[src/rtl/mmc1_write_sequencer.sv]
// ---------------------------------------------------------------------------
// mmc1_write_sequencer
//
// Host-side bus master that loads one MMC1 mapper register through the
// mapper's 5-write serial port. One register write is accepted per
// valid/ready handshake. The block then emits the CPU-side bus cycles that
// the mapper latches on, with an optional serial-port reset write first.
//
// Ports
//   i_sys_clk      system clock, all state on rising edge
//   i_sys_rst      asynchronous active-high reset
//   i_req_valid    request present
//   o_req_ready    request can be accepted (high only in IDLE)
//   i_req_reg      target register: 00 control, 01 CHR0, 10 CHR1, 11 PRG
//   i_req_data     5-bit value, shifted out LSB first
//   i_req_reset    prepend one D7=1 serial-port reset write
//   o_busy         sequence in progress
//   o_done         one-cycle pulse when the sequence completes
//   o_cpu_m2       free-running M2 clock to the mapper
//   o_ncpu_romsel  active-low ROM select
//   o_ncpu_rw      low = write
//   o_cpu_a14/a13  register select
//   o_cpu_d7       serial reset bit
//   o_cpu_d0       serial data bit
//
// State table
//   state  | meaning
//   IDLE   | waiting for a request, o_req_ready high
//   ALIGN  | request latched, waiting for the phase counter to wrap to 0
//   RSTWR  | one M2 period write with D7=1 (serial port reset)
//   BITWR  | one M2 period write carrying data bit r_bit on D0
//   GAP    | GAP_CYCLES idle M2 periods between writes
//
// GAP_CYCLES=0 produces back-to-back write periods. Real MMC1 silicon
// ignores writes on consecutive CPU cycles, so 0 only suits behavioural
// mapper models.
// ---------------------------------------------------------------------------
module mmc1_write_sequencer #(
    parameter int M2_DIV     = 3,
    parameter int GAP_CYCLES = 1
) (
    input  logic       i_sys_clk,
    input  logic       i_sys_rst,
    input  logic       i_req_valid,
    output logic       o_req_ready,
    input  logic [1:0] i_req_reg,
    input  logic [4:0] i_req_data,
    input  logic       i_req_reset,
    output logic       o_busy,
    output logic       o_done,
    output logic       o_cpu_m2,
    output logic       o_ncpu_romsel,
    output logic       o_ncpu_rw,
    output logic       o_cpu_a14,
    output logic       o_cpu_a13,
    output logic       o_cpu_d7,
    output logic       o_cpu_d0
);

    localparam int PH_MAX   = 2 * M2_DIV - 1;
    localparam int PW       = $clog2(2 * M2_DIV);
    localparam int GAP_LD_I = (GAP_CYCLES > 0) ? GAP_CYCLES - 1 : 0;
    localparam int GW       = (GAP_LD_I > 0) ? $clog2(GAP_LD_I + 1) : 1;

    localparam logic [PW-1:0] PH_LAST = PW'(PH_MAX);
    localparam logic [PW-1:0] PH_M2   = PW'(M2_DIV);
    localparam logic [PW-1:0] PH_SEL  = PW'(M2_DIV + 1);
    localparam logic [GW-1:0] GAP_LD  = GW'(GAP_LD_I);
    localparam logic [2:0]    N_BITS  = 3'd5;

    localparam logic [2:0] S_IDLE  = 3'd0;
    localparam logic [2:0] S_ALIGN = 3'd1;
    localparam logic [2:0] S_RSTWR = 3'd2;
    localparam logic [2:0] S_BITWR = 3'd3;
    localparam logic [2:0] S_GAP   = 3'd4;

    logic [2:0]    r_state;
    logic [PW-1:0] r_ph;
    logic [2:0]    r_bit;
    logic [GW-1:0] r_gap;
    logic [1:0]    r_reg;
    logic [4:0]    r_data;
    logic          r_rst_req;

    logic          r_ready;
    logic          r_busy;
    logic          r_done;
    logic          r_m2;
    logic          r_romsel_n;
    logic          r_rw_n;
    logic          r_a14;
    logic          r_a13;
    logic          r_d7;
    logic          r_d0;

    logic [2:0]    w_state_nxt;
    logic [PW-1:0] w_ph_nxt;
    logic [2:0]    w_bit_nxt;
    logic [GW-1:0] w_gap_nxt;
    logic          w_done_nxt;
    logic          w_accept;
    logic          w_wrap;
    logic          w_wr_nxt;
    logic          w_wr_start;
    logic          w_d0_nxt;

    // Phase counter runs in every state; writes always start at ph=0.
    assign w_wrap   = (r_ph == PH_LAST);
    assign w_ph_nxt = w_wrap ? '0 : r_ph + PW'(1);

    always_comb begin
        w_state_nxt = r_state;
        w_bit_nxt   = r_bit;
        w_gap_nxt   = r_gap;
        w_done_nxt  = 1'b0;
        w_accept    = 1'b0;
        case (r_state)
            S_IDLE: begin
                if (i_req_valid) begin
                    w_accept    = 1'b1;
                    w_bit_nxt   = '0;
                    w_state_nxt = S_ALIGN;
                end
            end
            S_ALIGN: begin
                if (w_wrap) begin
                    w_state_nxt = r_rst_req ? S_RSTWR : S_BITWR;
                end
            end
            S_RSTWR: begin
                if (w_wrap) begin
                    if (GAP_CYCLES > 0) begin
                        w_state_nxt = S_GAP;
                        w_gap_nxt   = GAP_LD;
                    end else begin
                        w_state_nxt = S_BITWR;
                    end
                end
            end
            S_BITWR: begin
                if (w_wrap) begin
                    w_bit_nxt = r_bit + 3'd1;
                    if (GAP_CYCLES > 0) begin
                        w_state_nxt = S_GAP;
                        w_gap_nxt   = GAP_LD;
                    end else if (w_bit_nxt == N_BITS) begin
                        w_state_nxt = S_IDLE;
                        w_done_nxt  = 1'b1;
                    end else begin
                        w_state_nxt = S_BITWR;
                    end
                end
            end
            S_GAP: begin
                // r_gap is a down-counter of idle periods still to run.
                if (w_wrap) begin
                    if (r_gap == '0) begin
                        if (r_bit == N_BITS) begin
                            w_state_nxt = S_IDLE;
                            w_done_nxt  = 1'b1;
                        end else begin
                            w_state_nxt = S_BITWR;
                        end
                    end else begin
                        w_gap_nxt = r_gap - GW'(1);
                    end
                end
            end
            default: w_state_nxt = S_IDLE;
        endcase
    end

    // Bus outputs are registered from next-state/next-phase so that they
    // line up exactly with the registered M2 edge of the same phase.
    assign w_wr_nxt   = (w_state_nxt == S_RSTWR) || (w_state_nxt == S_BITWR);
    assign w_wr_start = w_wr_nxt && (w_ph_nxt == '0);
    assign w_d0_nxt   = (w_state_nxt == S_BITWR) ? r_data[w_bit_nxt] : 1'b0;

    always_ff @(posedge i_sys_clk or posedge i_sys_rst) begin
        if (i_sys_rst) begin
            r_state    <= S_IDLE;
            r_ph       <= '0;
            r_bit      <= '0;
            r_gap      <= '0;
            r_reg      <= '0;
            r_data     <= '0;
            r_rst_req  <= 1'b0;
            r_ready    <= 1'b1;
            r_busy     <= 1'b0;
            r_done     <= 1'b0;
            r_m2       <= 1'b0;
            r_romsel_n <= 1'b1;
            r_rw_n     <= 1'b1;
            r_a14      <= 1'b0;
            r_a13      <= 1'b0;
            r_d7       <= 1'b0;
            r_d0       <= 1'b0;
        end else begin
            r_state    <= w_state_nxt;
            r_ph       <= w_ph_nxt;
            r_bit      <= w_bit_nxt;
            r_gap      <= w_gap_nxt;
            if (w_accept) begin
                r_reg     <= i_req_reg;
                r_data    <= i_req_data;
                r_rst_req <= i_req_reset;
            end
            r_ready    <= (w_state_nxt == S_IDLE);
            r_busy     <= (w_state_nxt != S_IDLE);
            r_done     <= w_done_nxt;
            r_m2       <= (w_ph_nxt >= PH_M2);
            // ROMSEL trails the M2 rise by one clock and releases with M2 fall.
            r_romsel_n <= ~(w_wr_nxt && (w_ph_nxt >= PH_SEL));
            r_rw_n     <= ~w_wr_nxt;
            // Address and data hold between writes until the next write drives them.
            if (w_wr_start) begin
                r_a14 <= r_reg[1];
                r_a13 <= r_reg[0];
                r_d7  <= (w_state_nxt == S_RSTWR);
                r_d0  <= w_d0_nxt;
            end
        end
    end

    assign o_req_ready   = r_ready;
    assign o_busy        = r_busy;
    assign o_done        = r_done;
    assign o_cpu_m2      = r_m2;
    assign o_ncpu_romsel = r_romsel_n;
    assign o_ncpu_rw     = r_rw_n;
    assign o_cpu_a14     = r_a14;
    assign o_cpu_a13     = r_a13;
    assign o_cpu_d7      = r_d7;
    assign o_cpu_d0      = r_d0;

endmodule
[config.mk]
export PLATFORM = sky130hd
export DESIGN_NAME = mmc1_write_sequencer
export DESIGN_NICKNAME = d
export VERILOG_FILES = /design/src/rtl/mmc1_write_sequencer.sv
export SDC_FILE = /design/constraint.sdc
export NUM_CORES = 1
export LEC_CHECK = 0
export BUFFER_PORTS_ARGS = -buffer_cell sky130_fd_sc_hd__buf_2
export CORE_MARGIN = 2
export CORE_UTILIZATION = 50
export DETAILED_ROUTE_END_ITERATION = 16
export GPL_TIMING_DRIVEN = 0
export PLACE_DENSITY = 0.72
export SYNTH_ARGS = -nofsm -noshare
export SYNTH_HDL_FRONTEND = slang
export SYNTH_SLANG_ARGS = --single-unit
[constraint.sdc]
create_clock -name i_sys_clk -period 3.3 [get_ports i_sys_clk]
set_input_delay 0.495 -clock i_sys_clk [delete_from_list [all_inputs] [get_ports i_sys_clk]]
set_output_delay 0.495 -clock i_sys_clk [all_outputs]
set_load 0.02 [all_outputs]
== After elaboration in Yosys (flattened, before gate mapping) ==
Index checks and enable logic that the tools add are counted.

* Bits in latches: 0
* Register bits after elaboration: 28
* Word-level logic and storage cells: 70
* Memory bits (writable): 0
* Bits in read-only memories: 0
* Bits of input ports: 11
* Memories: 0

* Equal/unequal tests: 10
* Multiply operators: 0
* Divide/modulo/power cells: 0
* Add/sub/neg operators: 3
* Bitwise operators: 2
* Muxes and demuxes: 25
* Magnitude comparators: 3
* Reductions and logical operators: 10
* Shifts and indexed selects: 0

{| class="wikitable"
|+ Operators by type and width
! operator !! count
|-
| $mux W3 || 8
|-
| $eq A3 B2 Y1 const B || 4
|-
| $mux W1 || 12
|-
| $pmux W3 S4 || 1
|-
| $eq A3 B3 Y1 const B || 3
|-
| $logic_not A3 Y1 || 3
|-
| $add A3 B1 Y3 const B || 2
|-
| $pmux W3 S2 || 1
|-
| $lt A3 B4 Y1 const B || 1
|-
| $bmux W1 S3 || 1
|-
| $eq A3 B1 Y1 const B || 1
|-
| $ge A3 B2 Y1 const B || 1
|-
| $ge A3 B3 Y1 const B || 1
|-
| $reduce_and A3 Y1 || 1
|-
| $reduce_bool A3 Y1 || 1
|-
| $logic_and A1 B1 Y1 || 2
|-
| $mux W2 || 1
|-
| $ne A2 B1 Y1 const B || 1
|-
| $ne A2 B2 Y1 const B || 1
|-
| $not A1 Y1 || 2
|-
| $pmux W1 S2 || 1
|-
| $reduce_bool A2 Y1 || 1
|-
| $reduce_or A2 Y1 || 1
|-
| $logic_or A1 B1 Y1 || 1
|-
| $sub A1 B1 Y1 const B || 1
|}

== Logic depth before layout (Yosys ltp) ==
* Word-level depth: 9
* Gate-level depth with buffers: 9
* Mapped depth without buffers: 8

== Worst setup path before layout ==
No wires, ideal clock.

* Path kind: flip-flop to flip-flop
* Start: reg r_bit[0]
* End: reg r_d0 (netlist: o_cpu_d0)
* Arrival time: 1.602 ns
* Slack: 1.577 ns
* Cell stages (with the launch flop): 9
* Data required time: 3.180 ns
* Period minus slack after synthesis: 1.723 ns
* Cell sequence: dfrtp_1 ha_1 nand2_1 a21oi_1 o31ai_1 and3_1 buf_2 mux2_1 o211a_1

* Longest elaborated chain between the ends: 8
* Elaborated cells on any way between the ends: 16
* Classes of those cells: 1 x add/sub; 3 x eq/ne; 10 x mux; 2 x reduce/logical

{| class="wikitable"
|+ Ends and longest elaborated chain
! element !! RTL line !! RTL
|-
| start, declared || 79 || <nowiki>logic [2:0] r_bit;</nowiki>
|-
| start signal, assigned || 201 || <nowiki>r_bit <= w_bit_nxt;</nowiki>
|-
| parallel branches: the longest is 8 deep, another holds $add A3 B1 Y3 || n/a ||
|-
| end signal, assigned || 220 || <nowiki>r_d0 <= w_d0_nxt;</nowiki>
|-
| end, declared || 94 || <nowiki>logic r_d0;</nowiki>
|}

Parallel ways; which one is timed is not known. The select of a mux whose other input is x is not followed.
A chain may end at the register's enable or synchronous reset.

== Worst setup path after layout ==
Same ends and word-level chain as after synthesis.

==> impl_results.md <==
- CORE AREA: about 2500 um^2
- Clock sink total: 27
- Clk_skew: roughly 0.0028 ns
- CTS Root Cell: clkbuf_4
- Vias: roughly 940
- WP buf/inv: 1
- Initial antenna violation count: 0
- Worst vdd ir: 0.000522 V
- CTS tree: done
- Highest routed layer: met4
- Fin. Hold Viols: 0
- First-pass GRT wire length: around 3.7 mm
- PostCTS Resize Cnt: 0
- Post-Syn Nets: 131
- Reg with most FFs: r_data
- Vias in the first global route: approximately 860
- CP Data Arrival Time: between 2 and 2.5 ns
- All-Layer GR Usage: between 15 and 20%
- Layout cell share with drive strength beyond 1: between 30% and 40%
- Via density: approximately 5.4
- Area delta synth->final: 13.1%
- Final setup violation count: 0
- Synth top area cells: dfrtp_1 47%, mux2_2 7.9%, dfstp_2 6.1%
- Die height: 54.7 um
- Final period util: between 50% and 60%
- Cells after synthesis: 118
- Async SR Flop Fraction: 100%
- CP delay by family, top: flip-flops
- P_leak: 0.000677 uW
- CP endpoint kind: flip-flop
- Crit Reg-Reg Startpoint: r_bit[0]
- Critical Path RT: ~3.5 ns
- 1st-pass router iterations: 5
- Distinct cells, synth: 33
- WL final: 2.20 mm
- Startpoint Class: flip-flop
- F_max: ~520 MHz
- # H-tree levels: 1
- Most frequent cell after synthesis: dfrtp_1
- Worst min-delay path class: input pin to asynchronous set/reset pin
- GP Congestion: 0.836
- Crit path max fanout: 6
- Run status: complete, no violations
- Routed WL per cell: 12.8 um
- Chip Width: approximately 55 um
- Max-slew violations: 0
- Max-Cap Viols: 0
- Num CTS Buffers: 3
- Pwr Density: roughly 760 nW/um^2
- Postcts setup bufs: 0
- Placed instance count: roughly 170
- Std-Cell Rows: 18
- Synth top cells by count: 24 x dfrtp_1, 12 x nand2_1, 9 x mux2_2, 8 x inv_1, 7 x a21oi_1
- Period minus WS final: 1.91 ns
- Post-synth top area share: between 40% and 50%
- Synthesis warning total: 0
- Slowest library cell on the worst path: dfrtp_1
- Sequential area share after synthesis: ~53%
- Remaining DRCs: 0
- Hold buffer count at cts: 0
- Antenna Nets Post-Route: 0
- # port buffers: 20
- DR iter-0 viols: 10
- Main synth FF type: dfrtp_1
- Synthesis-stage register bit count: 27
- Routed metal-1 wirelength: between 1 and 1.5 mm
- Largest stage delay, worst path: between 0.4 and 0.5 ns
- NumNets Final: approximately 160
- Unrepaired setup endpoints after global routing: false
- Worst-Margin Slew: between 0.9 and 1 ns
- Setup TNS: 0 ns
- Antenna cell count: 0
- Initial core utilization: around 52%
- Largest net degree at the start of global routing: 28
- Crit-path cells: ha_1 -> nand2_1 -> a21oi_1 -> o31ai_1 -> and3_1 -> buf_2 -> mux2_1 -> o211a_1
- Clock Latency Late Sink: ~0.33 ns
- Ports: 21
- WL met3: approximately 87 um
- Post-synth EDFFs: 0
- Non-Filler Instances: roughly 170
- Worst Setup SP: r_bit[0]
- Setup CP Type: flip-flop to flip-flop
- Detailed Place HPWL: around 1.6 mm
- Detail Route met2 WL: 974 um
- Syn_area_per_cell: between 10 and 15 um^2
- Largest register FFs: 5
- FF-to-FF setup slack: between 1 and 1.5 ns
- Cell Area, Synth: roughly 1300 um^2
- Clock Path Buffers: 2
- Clock Pin Slew Worst Setup and Hold Paths: about 0.15 ns
- Slew margin rel.: about 34%
- Remaining Overflow, GRT: 0
- Die Footprint: between 2000 and 3000 um^2
- Post-synth top area cell: dfrtp_1
==> report_power, final <==
part           internal [uW]  switching, uW
registers                453           79.3
clock network           46.4           99.3
logic                    195            230
total                    695            409
==> path summary, 6_finish.rpt <==
| path | endpoint | cells past startpoint |
|---|---|---|
| min | r_reg[0] | 2 |
| min in group i_sys_clk | r_data[4] | 2 |
| min reg2reg | o_cpu_a14 | 1 |
| max in group asynchronous | r_data[1] | 2 |
| max | o_cpu_d0 | 8 |
| max reg2reg | o_cpu_d0 | 8 |
==> kinds of logic after synthesis <==
family	synth area share, %
AOI/OAI and AO/OA	10.2
adders and majority gates	1.95
buffers and inverters	5.46
DFF	52.9
muxes	13.6
and+or+nand+nor	15.8
==> layer usage <==
layer,vias to the layer above,GRT usage (%)
li1,459,-
met1,449,24.3
met2,23,26.8
met3,4,3.28
met4,0,10.0
met5,-,0
==> per-stage QoR <==
step / worst slack, ns / hold slack (ns) / area [um^2] / total power (uW) / util, %
finish: 1.39 / 0.367 / 1450 / 1100 / 59.1
global route: 1.28 / 0.382 / 1450 / 1190 / 59.1
CTS: 1.38 / 0.374 / 1450 / 1120 / 59.1
detailed placement: 1.40 / 0.471 / 1420 / 968 / 57.9
global placement: 1.42 / 0.467 / 1420 / 950 / 57.9
floorplan: 1.58 / 0.460 / 1280 / 855 / -
==> final cells by class <==
cell class              count  area [um^2]
repair buffers             20          100
plain buffers               7         40.0
clock buffers               3         22.5
inverters                   8         30.0
clock inverters             1         7.51
flip-flops and latches     27          679
well taps                  30         37.5
fillers                   228         1000
multi-input cells          76          534
==> placed cells by master, fill, tap and decap left out, types with 2 or more instances in the layout <==
cell type / n
buf_2: 25
dfrtp_1: 24
nand2_1: 12
mux2_2: 9
inv_1: 8
a21oi_1: 7
nor2_1: 5
nand3b_1: 4
mux2i_1: 4
nor2b_1: 3
o21ai_0: 3
nor3_1: 3
mux2_1: 3
clkbuf_4: 3
dfstp_2: 3
nand2b_1: 2
and3b_1: 2
nand3_1: 2
o21ai_1: 2
o22ai_1: 2
ha_1: 2
Note: power is estimated with default switching activity, not from simulation.
